==> src/rtl/mul_pkg.sv <==
// Shared definitions for the pipelined RV32M multiply unit.
//   mul_op_e  : two-bit operation encoding carried on in_op
//   PROD_W    : width of the full signed/unsigned product
//   mul_sign  : maps an operation to its {rs1 signed, rs2 signed} flags
package mul_pkg;

    typedef enum logic [1:0] {
        OP_MUL    = 2'b00,
        OP_MULH   = 2'b01,
        OP_MULHSU = 2'b10,
        OP_MULHU  = 2'b11
    } mul_op_e;

    localparam int unsigned PROD_W = 64;

    // Returns {s1, s2}: whether rs1 / rs2 are interpreted as signed.
    function automatic logic [1:0] mul_sign(input mul_op_e op);
        logic [1:0] sgn;
        case (op)
            OP_MUL:    sgn = 2'b11;
            OP_MULH:   sgn = 2'b11;
            OP_MULHSU: sgn = 2'b10;
            OP_MULHU:  sgn = 2'b00;
            default:   sgn = 2'b00;
        endcase
        return sgn;
    endfunction

endpackage

==> src/rtl/Multiplier32_archive.sv <==
// Combinational 32x32 multiplier with independent per-operand signedness.
//   s1, in1 : signedness flag and value of the first operand
//   s2, in2 : signedness flag and value of the second operand
//   out     : full 64-bit product
// Each operand is extended to 64 bits according to its flag; the low 64 bits
// of the extended product are exact because every signed/unsigned 32x32
// product fits in 64 bits two's complement.
module Multiplier32_archive (
    input  logic        s1,
    input  logic [31:0] in1,
    input  logic        s2,
    input  logic [31:0] in2,
    output logic [63:0] out
);

    logic [63:0] in1_ext_s;
    logic [63:0] in2_ext_s;

    // Sign- or zero-extend each operand and form the product.
    always_comb begin
        in1_ext_s = {{32{s1 & in1[31]}}, in1};
        in2_ext_s = {{32{s2 & in2[31]}}, in2};
        out       = in1_ext_s * in2_ext_s;
    end

endmodule

==> src/rtl/mul_unit.sv <==
// Two-stage pipelined RV32M multiply unit (MUL/MULH/MULHSU/MULHU).
//   clk, rst_n            : clock, asynchronous active-low reset
//   flush                 : synchronous kill of both pipeline stages
//   in_valid/in_ready     : issue handshake; in_op/in_rs1/in_rs2/in_tag payload
//   out_valid/out_ready   : writeback handshake; out_result/out_tag payload
// S1 registers operands and signedness flags in front of the multiplier,
// S2 registers the selected product half. in_ready depends combinationally
// on out_ready so a full pipe still accepts while the head is being consumed.
import mul_pkg::*;

module mul_unit #(
    parameter int TAG_W = 5
) (
    input  logic             clk,
    input  logic             rst_n,
    input  logic             flush,
    input  logic             in_valid,
    output logic             in_ready,
    input  logic [1:0]       in_op,
    input  logic [31:0]      in_rs1,
    input  logic [31:0]      in_rs2,
    input  logic [TAG_W-1:0] in_tag,
    output logic             out_valid,
    input  logic             out_ready,
    output logic [31:0]      out_result,
    output logic [TAG_W-1:0] out_tag
);

    logic             s1_valid_q, s1_valid_d;
    logic [31:0]      s1_rs1_q,   s1_rs1_d;
    logic [31:0]      s1_rs2_q,   s1_rs2_d;
    logic             s1_sgn1_q,  s1_sgn1_d;
    logic             s1_sgn2_q,  s1_sgn2_d;
    mul_op_e          s1_op_q,    s1_op_d;
    logic [TAG_W-1:0] s1_tag_q,   s1_tag_d;
    logic             s2_valid_q, s2_valid_d;
    logic [31:0]      s2_result_q, s2_result_d;
    logic [TAG_W-1:0] s2_tag_q,   s2_tag_d;

    logic              s2_adv_s;
    logic              accept_s;
    logic              advance_s;
    logic [1:0]        sign_s;
    logic [PROD_W-1:0] product_s;
    logic [31:0]       half_s;

    // Handshake: S2 frees when empty or consumed; S1 frees when S2 frees.
    always_comb begin
        s2_adv_s  = !s2_valid_q || out_ready;
        in_ready  = !s1_valid_q || s2_adv_s;
        accept_s  = in_valid && in_ready && !flush;
        advance_s = s1_valid_q && s2_adv_s;
        sign_s    = mul_sign(mul_op_e'(in_op));
    end

    Multiplier32_archive u_mult (
        .s1  (s1_sgn1_q),
        .in1 (s1_rs1_q),
        .s2  (s1_sgn2_q),
        .in2 (s1_rs2_q),
        .out (product_s)
    );

    // Half select: MUL keeps the low word, every high-variant the upper word.
    always_comb begin
        case (s1_op_q)
            OP_MUL:    half_s = product_s[31:0];
            OP_MULH:   half_s = product_s[63:32];
            OP_MULHSU: half_s = product_s[63:32];
            OP_MULHU:  half_s = product_s[63:32];
            default:   half_s = product_s[63:32];
        endcase
    end

    // Next-state for both stages; payloads are untouched by flush.
    always_comb begin
        s1_rs1_d    = s1_rs1_q;
        s1_rs2_d    = s1_rs2_q;
        s1_sgn1_d   = s1_sgn1_q;
        s1_sgn2_d   = s1_sgn2_q;
        s1_op_d     = s1_op_q;
        s1_tag_d    = s1_tag_q;
        s2_result_d = s2_result_q;
        s2_tag_d    = s2_tag_q;

        if (flush) begin
            s1_valid_d = 1'b0;
        end else if (accept_s) begin
            s1_valid_d = 1'b1;
        end else if (advance_s) begin
            s1_valid_d = 1'b0;
        end else begin
            s1_valid_d = s1_valid_q;
        end

        if (accept_s) begin
            s1_rs1_d  = in_rs1;
            s1_rs2_d  = in_rs2;
            s1_sgn1_d = sign_s[1];
            s1_sgn2_d = sign_s[0];
            s1_op_d   = mul_op_e'(in_op);
            s1_tag_d  = in_tag;
        end else begin
            s1_rs1_d  = s1_rs1_q;
        end

        if (flush) begin
            s2_valid_d = 1'b0;
        end else if (s2_adv_s) begin
            s2_valid_d = s1_valid_q;
        end else begin
            s2_valid_d = s2_valid_q;
        end

        if (advance_s) begin
            s2_result_d = half_s;
            s2_tag_d    = s1_tag_q;
        end else begin
            s2_result_d = s2_result_q;
        end
    end

    // Pipeline state registers.
    always_ff @(posedge clk or negedge rst_n) begin
        if (!rst_n) begin
            s1_valid_q  <= 1'b0;
            s1_rs1_q    <= 32'd0;
            s1_rs2_q    <= 32'd0;
            s1_sgn1_q   <= 1'b0;
            s1_sgn2_q   <= 1'b0;
            s1_op_q     <= OP_MUL;
            s1_tag_q    <= {TAG_W{1'b0}};
            s2_valid_q  <= 1'b0;
            s2_result_q <= 32'd0;
            s2_tag_q    <= {TAG_W{1'b0}};
        end else begin
            s1_valid_q  <= s1_valid_d;
            s1_rs1_q    <= s1_rs1_d;
            s1_rs2_q    <= s1_rs2_d;
            s1_sgn1_q   <= s1_sgn1_d;
            s1_sgn2_q   <= s1_sgn2_d;
            s1_op_q     <= s1_op_d;
            s1_tag_q    <= s1_tag_d;
            s2_valid_q  <= s2_valid_d;
            s2_result_q <= s2_result_d;
            s2_tag_q    <= s2_tag_d;
        end
    end

    assign out_valid  = s2_valid_q;
    assign out_result = s2_result_q;
    assign out_tag    = s2_tag_q;

endmodule

==> config.mk <==
export PLATFORM = sky130hd
export DESIGN_NAME = mul_unit
export DESIGN_NICKNAME = d
export VERILOG_FILES = /design/src/rtl/mul_pkg.sv /design/src/rtl/Multiplier32_archive.sv /design/src/rtl/mul_unit.sv
export SDC_FILE = /design/constraint.sdc
export NUM_CORES = 2
export LEC_CHECK = 0
export ABC_AREA = 1
export CAP_MARGIN = 10
export CORE_ASPECT_RATIO = 1.75
export CORE_MARGIN = 2
export CORE_UTILIZATION = 60
export DETAILED_ROUTE_END_ITERATION = 6
export PLACE_DENSITY = 0.83
export REMOVE_ABC_BUFFERS = 1
export SYNTH_ARGS = -nofsm -noshare
export SYNTH_HDL_FRONTEND = slang
export SYNTH_SLANG_ARGS = --single-unit
==> constraint.sdc <==
create_clock -name clk -period 7.7 [get_ports clk]
set_clock_uncertainty 0.15 [all_clocks]
set_input_delay 1.54 -clock clk [delete_from_list [all_inputs] [get_ports clk]]
set_output_delay 1.54 -clock clk [all_outputs]
set_load 0.01 [all_outputs]
-- Word-level counts from Yosys, hierarchy flattened
Cells that the tools add are included.
- multipliers: 1
- eq/ne operators: 6
- muxes and demuxes: 7
- bitwise logic cells: 2
- reductions and logical operators: 14
- operator list (cell ; count):
    $mul 33x33->64 ; 1
    $pmux 32 s2 ; 1
    $eq 2x2->1 const B ; 4
    $pmux 2 s3 ; 1
    $mux 1 ; 5
    $eq 2x1->1 const B ; 2
    $logic_not 2->1 ; 2
    $logic_and 1x1->1 ; 3
    $logic_not 1->1 ; 3
    $reduce_bool 3->1 ; 1
    $reduce_or 3->1 ; 1
    $and 1x1->1 ; 2
    $logic_or 1x1->1 ; 2
    $reduce_bool 2->1 ; 1
    $reduce_or 2->1 ; 1
- flip-flop bits (word level): 112
- input port bits: 76
- output and inout port bits: 39
- logic and storage cells: 40

-- Logic depth before layout (Yosys ltp)
- depth in word-level cells: 7
- gate-level depth with buffers: 36
- depth with buffers taken out: 34

-- Hierarchy
A second synthesis with hierarchy kept.
- cell total of the unflattened synthesis: 5578
- area total of the unflattened synthesis: 44591.5 sq um
- by module, submodules not included (module ; instances ; cells an instance ; area an instance (sq um) ; seq. area each (sq um)):
    Multiplier32_archive ; 1 ; 4988 ; 39765.6 ; 0.0
    mul_unit ; 1 ; 590 ; 4825.9 ; 2802.7

-- Least setup slack after synthesis
Ideal clock, no wire load.
- path kind: register -> register
- start: register s1_rs1_q[31]
- end: register s2_result_q[31] (netlist: out_result[31])
- library setup time: 0.121 ns
- data arrival time: 7.385 ns
- data required time: 7.429 ns
- slack: 0.044 ns
- stages on the path, launching flop included: 31
- buffers on the path: 2
- period minus slack after synthesis: 7.656 ns
- path through: dfrtp_1 buf_2 nand2_1 inv_1 clkbuf_1 nand2_1 inv_1 fa_1 inv_1 fa_1 inv_1 fa_1 fa_1 inv_1 fa_1 inv_1 fa_1 inv_1 fa_1 fa_1 inv_1 ha_1 nand2_1 nor2_1 nand2_1 nor4_2 nand2_1 nand2_1 nand2_1 nand3_1 a21oi_1
- longest elaborated chain between the ends: 3
- RTL lines (element ; RTL line ; text):
    start: declaration ; mul_unit.sv:30 ; logic [31:0] s1_rs1_q, s1_rs1_d;
    start signal: assignment ; mul_unit.sv:138 ; s1_rs1_q <= s1_rs1_d;
    $and 1x1->1 ; Multiplier32_archive.sv:21 ; in1_ext_s = {{32{s1 & in1[31]}}, in1};
    $mul 33x33->64 (*) ; Multiplier32_archive.sv:23 ; out = in1_ext_s * in2_ext_s;
    $pmux 32 s2 (*) ; mul_unit.sv:66 ; case (s1_op_q)
    end signal: assignment ; mul_unit.sv:145 ; s2_result_q <= s2_result_d;
    end: declaration ; mul_unit.sv:37 ; logic [31:0] s2_result_q, s2_result_d;
Mark *: on every way between the ends. The rest lies on a longest branch, timed or not.
A chain may end at the register's enable or synchronous reset.

-- Final worst setup path
- start: register s1_rs2_q[25]
- end: register s2_result_q[22] (netlist: out_result[22])
- longest elaborated chain between the ends: 2
- RTL lines (element ; RTL line ; text):
    start: declaration ; mul_unit.sv:31 ; logic [31:0] s1_rs2_q, s1_rs2_d;
    start signal: assignment ; mul_unit.sv:139 ; s1_rs2_q <= s1_rs2_d;
    $mul 33x33->64 ; Multiplier32_archive.sv:23 ;
    $pmux 32 s2 ; mul_unit.sv:66 ;
No other way between the ends.

==> results.cfg <==
[setup_path]
crit_path_start = s1_rs2_q[25]
path_buf_inv = 7
cp.arrival_ns = 7.71
crit_path_max_incr_delay_ns = 0.77
path_max_fanout = 11
cpMostUsedCell = fa_1
path_delay_family = adder cells
slowest_stage = dfrtp_1
reg2reg_from = s1_rs2_q[25]
critPathRequiredTime_ns = 7.88
critPathKind = register to register
end_kind = register
startpoint_type = register

[finish]
final_cell_mix = nand2_1 (1,744), inv_1 (1,693), fa_1 (1,115)
seq_area_um2 = 2809
instances_no_fill = 6909
diodes = 0
area_growth_pct = 11.61
fin_nets = 7379
num-fill-cells = 5940
drive_above_1_share_pct = 8.056
final_common_cell = nand2_1
final_core_util_pct = 67.70
multi_input_area_um2 = 34730

[global_routing]
grt_max_degree = 70
grt_pass1_wl_um = 236800
grt_pass1_vias = 42580
grt_remaining_overflow = 0
grt_antenna_before_repair = 0
grt_usage_pct = 41.78

[worst_hold_path]
hp-class = register to register
min_from = s1_tag_q[1]

[sta]
maxSlewViolCount = 0
period_minus_slack_ns = 7.526
worstMarginPinSlew_ns = 1.062
setup_tns_ns = 0
hold_viol_final = 0
slew_headroom_pct = 29.22
min_period_over_period_pct = 97.74
grt_setup_unrepaired = true
report.final.setup_viol = 0
max_freq_mhz = 132.9

[route]
dr.pass1.iters = 6
wirelength_um = 152300
route.detailed.drc = 0
first_iter_violations = 3220
routed-via-count = 38150
viasPerCell = 5.521
wl_per_cell_um = 22.05
antenna_left = 0

[floorplan]
coreArea_um2 = 73990
pin_count = 115
chipWidth_um = 210.7
fp.dieH_um = 365.8
dieArea_um2 = 77090
start_util_pct = 60.66
rows = 132

[synth]
synth_area_um2 = 44880
yosysUniqueCellTypes = 34
yosysSeqAreaShare_pct = 6.245
synth_fa_ha_area_share_pct = 56.09
synth_top_family_by_area = adder cells
ys_ff_latch = 112
synthMuxAreaShare_pct = 0
synth_simple_gate_area_share_pct = 18.51
avgSynthCellArea_um2 = 7.789
synthCells = 5762
synth_compound_area_share_pct = 2.420
synth_xor_area_share_pct = 0.03903
ys_warn_count = 0

[clocking]
cts_sinks = 112
cts-root-buf = clkbuf_16
cts.clk_slew.worst_paths_ns = 0.09
cts_max_path_buffers = 2
cts_tree = yes
cts_hold_buf = 0
htree_levels = 3
numCtsBuffers = 9
insertion_delay_ns = 0.41

[placed_design]
io_buffer_count = 114
gp_congestion = 1.047
dp_hpwl_um = 126600
placedCellCount = 6890

[outcome]
outcome = complete, no violations

[flow_run]
maxCapViolations = 0
## stage by stage
step	setup WS, ns	instance area, um2	hold slack (ns)
after floorplan	-0.5868	43780	0.2922
after global placement	0.05606	49570	0.3020
after detailed placement	0.03395	49570	0.3039
after CTS	0.05513	49900	0.3262
after global routing	-0.05169	50090	0.3533
final	0.1738	50090	0.3223
## area by class of cell
| class | instances | share of cell area, % |
|---|---|---|
| Clock buffer | 9 | 0.4496 |
| Clock inverter | 7 | 0.1724 |
| Inverter | 1703 | 12.78 |
| Multi-Input combinational cell | 3658 | 69.34 |
| Sequential cell | 112 | 5.608 |
| Tap cell | 938 | 2.343 |
| Timing Repair Buffer | 482 | 9.310 |
## synthesized netlist by cell type (all sizes together)
cell type  count  share of area (%)
inv         1703                 14
or2            9               0.13
and3           1              0.014
o21ai         73               0.81
nand4         19               0.26
buf           12               0.13
clkbuf       277                2.3
nor2         202                1.8
nand2       1753                 15
o21a           4              0.067
o21bai        14               0.24
a31oi          2              0.028
a21oi        104                1.2
ha           212                5.9
nand3b         4              0.067
fa          1125                 50
xnor2          2              0.039
a21o           3              0.050
nor3           8               0.11
dfrtp        112                6.2
nand3        119                1.4
nor4           4              0.070
## routing by layer
metal / share of wire [%] / GRT usage, %
met5: 0 / 0
met4: 13 / 42.15
met3: 7.9 / 7.586
met2: 49 / 70.54
met1: 30 / 42.27
## tightest hold or removal path: cells and delay by family, from the launching register on
kind	cells	cell delay [ns]
and+or+nand+nor	2	0.09
DFF	1	0.35
## what timing repair did
item / in CTS / in global routing
setup endpoints to repair: 2 / 31
resized for setup: 2 / 56
setup buffers: 1 / 2
## registers in the layout, indices dropped and copies added (netlist names)
signal and flops:
out_result 32, s1_sgn1_q 1, out_valid 1, s1_sgn2_q 1, s1_valid_q 1, out_tag 5, s1_op_q 2, s1_rs2_q 32
s1_rs1_q 32, s1_tag_q 5
## cell families (layout without fill, tap and decap cells)
logic type | count (synthesis) | count (layout)
AOI/OAI and AO/OA | 200 | 200
buffers and inverters | 1992 | 2201
DFF | 112 | 112
xor gates and xnor gates | 2 | 2
and+or+nand+nor | 2119 | 2119
adders and majority gates | 1337 | 1337
## worst paths after layout
kind,endpoint,slack [ns],depth (start not counted)
max in group asynchronous,s1_rs1_q[11],4.96,2
min in group asynchronous,s1_rs1_q[6],1.01,1
setup / recovery,out_result[22],0.17,25
setup reg to reg,out_result[22],0.17,25
hold / removal,out_tag[1],0.32,2
hold reg to reg,out_tag[1],0.32,2
Power is not shown: default switching activity piles up to over one toggle a cycle in this logic, so the estimate is an artifact.
